File: config.mk
export PLATFORM = sky130hd
export DESIGN_NAME = instruction_register
export DESIGN_NICKNAME = d
export VERILOG_FILES = /design/src/rtl/instruction_register.sv
export SDC_FILE = /design/constraint.sdc
export NUM_CORES = 1
export LEC_CHECK = 0
export CORE_MARGIN = 5
export CORE_UTILIZATION = 32
export CTS_CLUSTER_DIAMETER = 100
export DETAILED_ROUTE_END_ITERATION = 6
export PLACE_DENSITY = 0.9
export SYNTH_ARGS = -nofsm -noshare
export SYNTH_HDL_FRONTEND = slang
export SYNTH_SLANG_ARGS = --single-unit
File: constraint.sdc
create_clock -name clk -period 1.2 [get_ports clk]
set_input_delay 0.3 -clock clk [delete_from_list [all_inputs] [get_ports clk]]
set_output_delay 0.3 -clock clk [all_outputs]
set_load 0.01 [all_outputs]
File: src/rtl/instruction_register.sv
`default_nettype none
// ============================================================================
// Module   : instruction_register
// Purpose  : 16-bit instruction register with combinational field decode.
// Revision : 1.0 - initial release
// ============================================================================
module instruction_register #(
  parameter logic [15:0] RESET_VALUE = 16'h0000
) (
  input  logic        clk,
  input  logic        reset_n,
  input  logic [15:0] in,
  input  logic        load,
  input  logic [2:0]  nsel,
  output logic [15:0] out,
  output logic [2:0]  opcode,
  output logic [1:0]  op,
  output logic [2:0]  cond,
  output logic [2:0]  rn,
  output logic [2:0]  rd,
  output logic [2:0]  rm,
  output logic [1:0]  shift,
  output logic [4:0]  imm5,
  output logic [7:0]  imm8,
  output logic [15:0] sximm5,
  output logic [15:0] sximm8,
  output logic [2:0]  regnum
);

  logic [15:0] ir;

  always_ff @(posedge clk or negedge reset_n) begin
    if (!reset_n) begin
      ir <= RESET_VALUE;
    end else if (load) begin
      ir <= in;
    end
  end

  assign out = ir;

  // Every field is sliced from the held word, never from the fetch bus.
  assign opcode = ir[15:13];
  assign op     = ir[12:11];
  assign cond   = ir[10:8];
  assign rn     = ir[10:8];
  assign rd     = ir[7:5];
  assign shift  = ir[4:3];
  assign rm     = ir[2:0];
  assign imm5   = ir[4:0];
  assign imm8   = ir[7:0];
  assign sximm5 = {{11{ir[4]}}, ir[4:0]};
  assign sximm8 = {{8{ir[7]}}, ir[7:0]};

  // Zero and multi-hot selects resolve to register 0.
  always_comb begin
    regnum = 3'b000;
    case (nsel)
      3'b001:  regnum = ir[2:0];
      3'b010:  regnum = ir[7:5];
      3'b100:  regnum = ir[10:8];
      default: regnum = 3'b000;
    endcase
  end

endmodule
`default_nettype wire

==> impl_metrics.py <==
metrics = {
    "setup_path": {
        "slowest_delay_ns": 0.41,
        "worstSetupPathType": "register to output port",
        "worstPathArrival_ns": 1.23,
        "crit_chain": "nor4bb_4 -> a211o_1 -> buf_6",
        "critical-path-top-delay-family": "flip-flops",
        "r2r_start": "out[4]$_DFFE_PN0P_",
        "path_max_fanout": 2,
        "r2r_cells": 5,
        "path_buf_inv": 1,
        "rr_endpoint": "out[4]$_DFFE_PN0P_",
        "cp.required_ns": 0.90,
        "r2r_slack_ns": -0.04,
        "crit_slowest_cell": "dfrtp_2",
        "crit_path_start_kind": "register",
        "endpoint_kind": "output port",
    },
    "sta": {
        "slew_headroom_pct": 81.6,
        "final_hold_viol_count": 0,
        "post-route-min-period_ns": 1.53,
        "max_slew.worst_pin.slew_ns": 0.272,
        "worst_slack_ns": -0.327,
        "fmax_ghz": 0.655,
        "rsz0062_at_grt": "yes",
        "setup_tns_ns": -4.55,
        "drv_slew": 0,
        "fin_crit_sh_pct": 127,
        "hold_ws_ns": 0.376,
        "fin_skew_ns": 0,
        "finalSetupViolCount": 58,
    },
    "cells_and_area": {
        "nets": 214,
        "syn2layout_area_growth_pct": 94.7,
        "final_cell_mix": "buf_6 (108), clkdlybuf4s50_1 (17), dfrtp_1 (12)",
        "final_common_cell": "buf_6",
        "fin_util_pct": 65.1,
        "drive_gt1_share_pct": 80.1,
        "diodes": 0,
        "largest_register_ffs": 16,
    },
    "synth": {
        "synth_area_leaders": "buf_4 (39%), dfrtp_1 (32%), mux2_4 (12%), mux2_2 (5.5%), nor4bb_1 (3.2%)",
        "yosysSeqAreaShare_pct": 32.5,
        "syn_area_sq_um": 1230,
        "syn_inst": 108,
        "postSynthAreaPerCell_sq_um": 11.4,
        "ys.warnings.count": 0,
        "synth_area_leader_cell": "buf_4",
        "synth_seq_cells": 16,
        "syn-num-nets": 130,
        "yosysTopAreaCellShare_pct": 38.9,
        "yosysUniqueCellTypes": 10,
    },
    "pwr": {
        "vdd_ir_drop_max_uv": 595,
        "p_per_area_nw_per_um2": 993,
        "p_leak_nw": 1.20,
        "power_mw": 2.39,
    },
    "grt": {
        "antenna_found_initial": 0,
        "overflow": 0,
        "track_usage_pct": 14.4,
        "grt_pass1_wl_um": 5900,
        "grt_pass1_vias": 1159,
        "grt_max_degree": 17,
    },
    "job": {
        "cap_violations": 0,
    },
    "drt": {
        "drc": 0,
        "drt-total-wl_um": 3670,
        "wl_per_cell_um": 15.4,
        "vias": 1011,
        "drt_iter0_drc": 13,
        "antenna_left": 0,
        "drtPass1Iterations": 3,
        "viasPerCell": 4.23,
    },
    "clocking": {
        "max-clock-path-buffers": 2,
        "numCtsBuffers": 3,
        "ctsHtreeMaxLevel": 1,
        "path_clk_slew_ns": 0.06,
        "clockRootBuffer": "clkbuf_8",
        "cts_tree": "done",
        "worstSkewPairLatency_ns": 0.24,
        "clock_sink_count": 16,
    },
    "die": {
        "start_util_pct": 33.4,
        "die_h_um": 72.1,
        "io_pins": 105,
        "fp.coreArea_sq_um": 3690,
        "num_rows": 22,
        "fp.dieArea_sq_um": 5200,
        "die_w_um": 72.1,
    },
    "outcome": {
        "status": "finished, violations left",
        "violations": "negative setup slack",
    },
    "placed_design": {
        "portBuffers": 104,
        "place_ws_ns": -0.973,
        "gp_congestion": 0.670,
        "dp_hpwl_um": 2470,
    },
    "min_path": {
        "hold_path_class": "input port to async pin",
    },
}
-- stage by stage --
| step | instance area [sq um] | instances |
|---|---|---|
| 3_5_place_dp | 1940 | 207 |
| 3_3_place_gp | 1940 | 207 |
| 5_1_grt | 2400 | 239 |
| 4_1_cts | 2410 | 243 |
| 2_1_floorplan | 1240 | 108 |
| 6_report | 2400 | 239 |
-- how the worst max path moves through the flow --
| stage | from | end | slack (ns) | cells past startpoint |
|---|---|---|---|---|
| final | out[0]$_DFFE_PN0P_ | regnum[0] | -0.33 | 3 |
| after detailed placement | nsel[1] | regnum[0] | -0.97 | 4 |
| after global placement | nsel[1] | regnum[0] | -0.94 | 4 |
| after global routing | out[1]$_DFFE_PN0P_ | regnum[1] | -0.39 | 3 |
| after floorplan | out[8]$_DFFE_PN0P_ | regnum[0] | 0.01 | 2 |
| after CTS | out[2]$_DFFE_PN0P_ | regnum[2] | -0.31 | 3 |
-- report_power, final --
part           leakage, nW  internal (mW)  switching, mW
clock               0.0228          0.235          0.175
sequential           0.183          0.597         0.0449
combinational        0.999          0.850          0.484
total                 1.20           1.68          0.704
-- Yosys cell counts (all sizes together) --
master / number
nor4bb: 4
a211o: 3
dfrtp: 16
and4bb: 2
mux2: 16
buf: 66
nor3b: 1
-- worst register-to-register path, stage by stage (launching register included) --
cell,delay [ns]
dfrtp_2,0.43
buf_6,0.14
buf_6,0.11
buf_6,0.10
buf_6,0.10
mux2_4,0.26
-- cells by family (layout without fill, tap and decap cells) --
| kind of cell | Yosys count | count (layout) | share of synthesized area [%] |
|---|---|---|---|
| and+or+nand+nor | 7 | 7 | 6.29 |
| AOI/OAI and AO/OA | 3 | 3 | 2.13 |
| muxes | 16 | 16 | 17.6 |
| DFF | 16 | 16 | 32.5 |
| buffers and inverters | 66 | 149 | 41.5 |
-- routing by layer --
metal	global-route usage (%)	share of wire (%)
met1	16.5	36
met2	27.1	54
met3	4.02	8.1
met4	1.88	1.3
met5	0	0
-- area by class of cell --
type	instances	area, sq um
Clock buffer	4	45.0
Fill cell	268	1290
Multi-Input combinational cell	26	358
Sequential cell	16	405
Tap cell	48	60.1
Timing Repair Buffer	145	1530
-- timing repair --
action	4_1_cts	5_1_grt
gates resized for setup	427	33
setup buffers	30	6
hold buffers	0	0
cloned	2	0
pin swaps	1	1
setup endpoints to repair	85	86
(Power assumes the default switching activity.)
